==> src/rtl/hilo_ctrl.sv <==
`default_nettype none
// ============================================================================
// Module   : hilo_ctrl
// Purpose  : Sequences HI/LO register updates for MULT/MULTU/DIV/DIVU and
//            MTHI/MTLO. Launches the multiplier/divider, waits for its done
//            pulse (with a timeout abort), then writes HI and LO.
// Revision : 1.0 - initial release
// ============================================================================
module hilo_ctrl #(
  parameter int TIMEOUT = 40
) (
  input  logic       clk,
  input  logic       rst,          // asynchronous, active-low
  input  logic       op_valid,
  input  logic [2:0] op_code,
  input  logic       div_zero,
  input  logic       unit_done,
  output logic       unit_start,
  output logic       unit_sel,
  output logic       unit_signed,
  output logic       hi_ena,
  output logic       lo_ena,
  output logic       hi_src,
  output logic       stall,
  output logic       op_ack,
  output logic       err
);

  localparam int CNT_W = $clog2(TIMEOUT + 1);
  localparam logic [CNT_W-1:0] TMO_CNT = CNT_W'(TIMEOUT);

  localparam logic [2:0] OP_MULT  = 3'b001;
  localparam logic [2:0] OP_MULTU = 3'b010;
  localparam logic [2:0] OP_DIV   = 3'b011;
  localparam logic [2:0] OP_DIVU  = 3'b100;
  localparam logic [2:0] OP_MTHI  = 3'b101;
  localparam logic [2:0] OP_MTLO  = 3'b110;

  typedef enum logic [1:0] {
    S_IDLE  = 2'd0,
    S_START = 2'd1,
    S_WAIT  = 2'd2,
    S_WRITE = 2'd3
  } state_t;

  state_t           state_q, state_d;
  logic [CNT_W-1:0] cnt_q, cnt_d;
  logic             unit_start_q, unit_start_d;
  logic             unit_sel_q, unit_sel_d;
  logic             unit_signed_q, unit_signed_d;
  logic             hi_ena_q, hi_ena_d;
  logic             lo_ena_q, lo_ena_d;
  logic             hi_src_q, hi_src_d;
  logic             op_ack_q, op_ack_d;
  logic             err_q, err_d;

  logic             is_unit_op;
  logic             is_div_op;
  logic             accept;
  logic             stall_raw;
  logic [CNT_W-1:0] cnt_inc;

  // Instruction decode: which ops launch the arithmetic unit.
  always_comb begin
    is_div_op  = (op_code == OP_DIV) || (op_code == OP_DIVU);
    is_unit_op = (op_code == OP_MULT) || (op_code == OP_MULTU) || is_div_op;
    accept     = op_valid && is_unit_op && !(is_div_op && div_zero);
    cnt_inc    = cnt_q + 1'b1;
  end

  // Next-state and registered-output logic; every pulse output defaults low.
  always_comb begin
    state_d       = state_q;
    cnt_d         = cnt_q;
    unit_start_d  = 1'b0;
    unit_sel_d    = unit_sel_q;
    unit_signed_d = unit_signed_q;
    hi_ena_d      = 1'b0;
    lo_ena_d      = 1'b0;
    hi_src_d      = 1'b0;
    op_ack_d      = 1'b0;
    err_d         = err_q;
    stall_raw     = 1'b0;

    unique case (state_q)
      S_IDLE: begin
        if (accept) begin
          state_d       = S_START;
          unit_start_d  = 1'b1;
          unit_sel_d    = is_div_op;
          unit_signed_d = (op_code == OP_MULT) || (op_code == OP_DIV);
          stall_raw     = 1'b1;
        end else if (op_valid) begin
          // Non-launching ops retire in a single cycle without stalling.
          if (op_code == OP_MTHI) begin
            hi_ena_d = 1'b1;
            hi_src_d = 1'b1;
            op_ack_d = 1'b1;
          end else if (op_code == OP_MTLO) begin
            lo_ena_d = 1'b1;
            hi_src_d = 1'b1;
            op_ack_d = 1'b1;
          end else if (is_div_op) begin
            // Divide by zero: retire with HI/LO untouched.
            op_ack_d = 1'b1;
          end
        end
      end

      S_START: begin
        stall_raw = 1'b1;
        cnt_d     = '0;
        state_d   = S_WAIT;
      end

      S_WAIT: begin
        stall_raw = 1'b1;
        cnt_d     = cnt_inc;
        // Done takes priority over a timeout landing in the same cycle.
        if (unit_done) begin
          state_d  = S_WRITE;
          hi_ena_d = 1'b1;
          lo_ena_d = 1'b1;
          op_ack_d = 1'b1;
        end else if (cnt_inc == TMO_CNT) begin
          state_d  = S_IDLE;
          err_d    = 1'b1;
          op_ack_d = 1'b1;
          cnt_d    = '0;
        end
      end

      S_WRITE: begin
        state_d = S_IDLE;
      end

      default: begin
        state_d = S_IDLE;
      end
    endcase
  end

  // State and output registers; reset abandons any operation in flight.
  always_ff @(posedge clk or negedge rst) begin
    if (!rst) begin
      state_q       <= S_IDLE;
      cnt_q         <= '0;
      unit_start_q  <= 1'b0;
      unit_sel_q    <= 1'b0;
      unit_signed_q <= 1'b0;
      hi_ena_q      <= 1'b0;
      lo_ena_q      <= 1'b0;
      hi_src_q      <= 1'b0;
      op_ack_q      <= 1'b0;
      err_q         <= 1'b0;
    end else begin
      state_q       <= state_d;
      cnt_q         <= cnt_d;
      unit_start_q  <= unit_start_d;
      unit_sel_q    <= unit_sel_d;
      unit_signed_q <= unit_signed_d;
      hi_ena_q      <= hi_ena_d;
      lo_ena_q      <= lo_ena_d;
      hi_src_q      <= hi_src_d;
      op_ack_q      <= op_ack_d;
      err_q         <= err_d;
    end
  end

  // Stall is combinational so the accept cycle itself freezes the PC;
  // it is forced low while reset is held.
  always_comb begin
    stall = rst && stall_raw;
  end

  assign unit_start  = unit_start_q;
  assign unit_sel    = unit_sel_q;
  assign unit_signed = unit_signed_q;
  assign hi_ena      = hi_ena_q;
  assign lo_ena      = lo_ena_q;
  assign hi_src      = hi_src_q;
  assign op_ack      = op_ack_q;
  assign err         = err_q;

endmodule
`default_nettype wire

==> config.mk <==
export PLATFORM = sky130hd
export DESIGN_NAME = hilo_ctrl
export DESIGN_NICKNAME = d
export VERILOG_FILES = /design/src/rtl/hilo_ctrl.sv
export SDC_FILE = /design/constraint.sdc
export NUM_CORES = 1
export LEC_CHECK = 0
export BUFFER_PORTS_ARGS = -buffer_cell sky130_fd_sc_hd__buf_2
export CORE_UTILIZATION = 28
export CTS_CLUSTER_SIZE = 25
export DETAILED_ROUTE_END_ITERATION = 10
export MAX_ROUTING_LAYER = met4
export PLACE_DENSITY = 0.46
export SLEW_MARGIN = 25
export SYNTH_ARGS = -nofsm -noshare
export SYNTH_HDL_FRONTEND = slang
export SYNTH_SLANG_ARGS = --single-unit
==> constraint.sdc <==
create_clock -name clk -period 1.7 [get_ports clk]
set_clock_uncertainty 0.05 [all_clocks]
set_input_delay 0.255 -clock clk [delete_from_list [all_inputs] [get_ports clk]]
set_output_delay 0.255 -clock clk [all_outputs]
set_load 0.05 [all_outputs]
==> run metrics <==
Initial Util ~29%; Yosys warning count 0; Peak Freq 0.532 GHz; global-route wire length before repair 3.42 mm; Hold Path Class in -> reg; initial antenna violation count 0; diode count 0; HPWL after DPL ~1.5 mm; fin cells around 170; outcome finished, violations left; Detail Route Antenna Nets 0; Ports 17; vias in the first global route approximately 760; clk slew on worst S/H paths 90 ps; leakage about 0.58 nW; Max Root-Sink Buffers 2; final net count 142; H-tree Lvls 1; Compound-Gate Fraction of Synth Area 17.7%; total routed wirelength roughly 2.0 mm; maximum vdd drop roughly 0.00083 V; Post-Synthesis Cells 97; Worst-Margin Slew roughly 290 ps; CP endpoint kind output port; CP Launch Type input port; Synth top area share between 40% and 50%; Synth Cell Area 892 um^2; Simple-Gate Fraction of Synth Area between 20% and 30%; fillers around 330; pre-CTS setup slack -275 ps; Vias/cell about 4.5; DRT iter0 DRCs 8; failing checks setup timing; Final min period about 1900 ps; Layout area overhead 38.1%; GRT Overall Usage between 10% and 20%; Die Area around 0.0034 mm^2; area of the multi-input gates between 500 and 600 um^2; Synth Area in XOR/XNOR less than 1%; Clk Tree Root Cell clkbuf_4; # rows 20; Pins Over Slew Limit 0; Async SR Flop Fraction 100%; post-synthesis adder-cell area fraction between 5 and 6%; DRC errors left 0; via count around 770; total clock sinks 16; Synth area leader dfrtp_1; Placed Cells incl. Taps approximately 170; net count after synthesis between 100 and 150; Remaining Overflow, GRT 0; number of I/O port buffers 16; Die Span Y roughly 60 um; Pwr Density between 1000 and 1500 mW/mm^2; Synth area leaders dfrtp_1 (45%), nand2_1 (6.3%), ha_1 (5.6%); Max Cap Viol 0; CP Data Required Time 1390 ps; final hold viol count 0; drt first pass iters 5; worst setup path class in -> out; number of flops mapped to enable cells by yosys 0; multiplexer share of the synthesized area around 3.4%; CP max FO 2; crit path DAT between 1500 and 2000 ps; storage element area about 400 um^2; worst skew pair latency around 290 ps; final setup fails 1; share of layout cells above drive strength 1 34.4%; Wirelength per Cell between 10 and 15 um; Worst slew margin 80.7%; main combinational cell family by area after synthesis simple AND/OR/NAND/NOR gates; CTS tree yes; RSZ-0062 raised after global routing true; CTS buffer count 3; FF+latch count, synth 16; sequential area share after synthesis roughly 45%; GPL Wtd Cong roughly 0.78; largest net degree at the start of global routing 17; core area just over 0.003 mm^2; post-synth cell types 31; Post-synth top flop dfrtp_1; DIE WIDTH 58.4 um; Tcrit/Tclk final 111%; Final WS setup -181 ps; Syn Area/Cell a little over 9 um^2
-- state kept, by name, indices dropped and copies added (netlist names) --
register / cells
unit_signed: 1
cnt_q: 6
hi_src: 1
lo_ena: 1
hi_ena: 1
unit_start: 1
unit_sel: 1
op_ack: 1
err: 1
state_q: 2
-- final cells by class --
cell class	instances	area share [%]
sequential	16	32.5
multi-input combinational	69	41.1
timing repair buffer	31	17.4
inverter	9	2.74
clock buffer	3	1.83
tap	44	4.47
-- metrics by stage --
stage | power, mW | TNS (ps) | hold WS, ps | util, % | area [um^2]
after floorplan | 1.13 | -284 | -90.6 | - | 898
after global placement | 1.40 | -337 | 227 | 36.8 | 1110
after detailed placement | 1.41 | -378 | 216 | 36.8 | 1110
after CTS | 1.67 | -202 | 188 | 39.4 | 1190
after global routing | 1.83 | -221 | 228 | 40.7 | 1230
final | 1.71 | -181 | 206 | 40.7 | 1230
-- where the power goes --
group	leakage (nW)	internal (mW)	total (mW)	switching (mW)
clock	0.0138	0.0821	0.203	0.121
combinational	0.357	0.405	1.01	0.600
sequential	0.214	0.460	0.498	0.0379
total	0.585	0.947	1.71	0.759
-- what timing repair did --
item	in CTS	in global routing
hold buffers	1	0
gates resized for setup	10	5
endpoints found under the setup margin	1	3
pin swaps	4	4
setup buffers	0	1
hold endpoints to repair	16	0
-- per-layer routing --
metal	global-route usage, %	wire length [um]	share of wire, %	vias to the layer above
met4	6.12	14	0.70	0
met5	-	0	0	-
met1	18.9	1040	52	363
met3	2.42	59	3.0	2
met2	19.9	881	44	8
li1	-	-	-	401
-- path summary, 6_finish.rpt --
path / start / endpoint / slack (ps) / cells after the start
worst max register to register: cnt_q[3]$_DFFE_PN0N_ / state_q[0]$_DFFE_PN0P_ / 100 / 5
worst min register to register: err$_DFFE_PN0P_ / err$_DFFE_PN0P_ / 440 / 1
max in group asynchronous: rst / cnt_q[2]$_DFFE_PN0N_ / 970 / 3
min in group asynchronous: rst / cnt_q[3]$_DFFE_PN0N_ / 430 / 3
worst min-delay path: op_valid / hi_src$_DFF_PN0_ / 210 / 3
worst max-delay path: div_zero / stall / -180 / 7
-- logic make-up (layout without fill, tap and decap cells) --
kind of cell    after synthesis  after routing
compound gates               22             22
simple gates                 39             39
fa+ha+maj                     4              4
flops                        16             16
xor+xnor                      1              1
buf+inv                      12             43
mux                           3              3
-- synth_stat cells (all sizes together) (3+ instances only) --
cell and n:
dfrtp 16, nand2 15, inv 9, o21ai 8
nor2 7, nand3 6, ha 4, mux2i 3
nand2b 3, o22ai 3
-- worst max-delay path, stage by stage --
cell,delay [ps]
buf_6,90
or4b_4,540
o31ai_4,70
and3_4,220
nor2_2,50
nor3b_4,170
buf_6,180
-- layout by cell type (no fill, tap or decap), types with 5 or more instances in the layout --
cell	n
dfrtp_1	16
o21ai_1	5
inv_1	9
buf_2	13
nor2_1	6
nand3_1	6
buf_4	14
nand2_1	15
(Power assumes the default switching activity.)
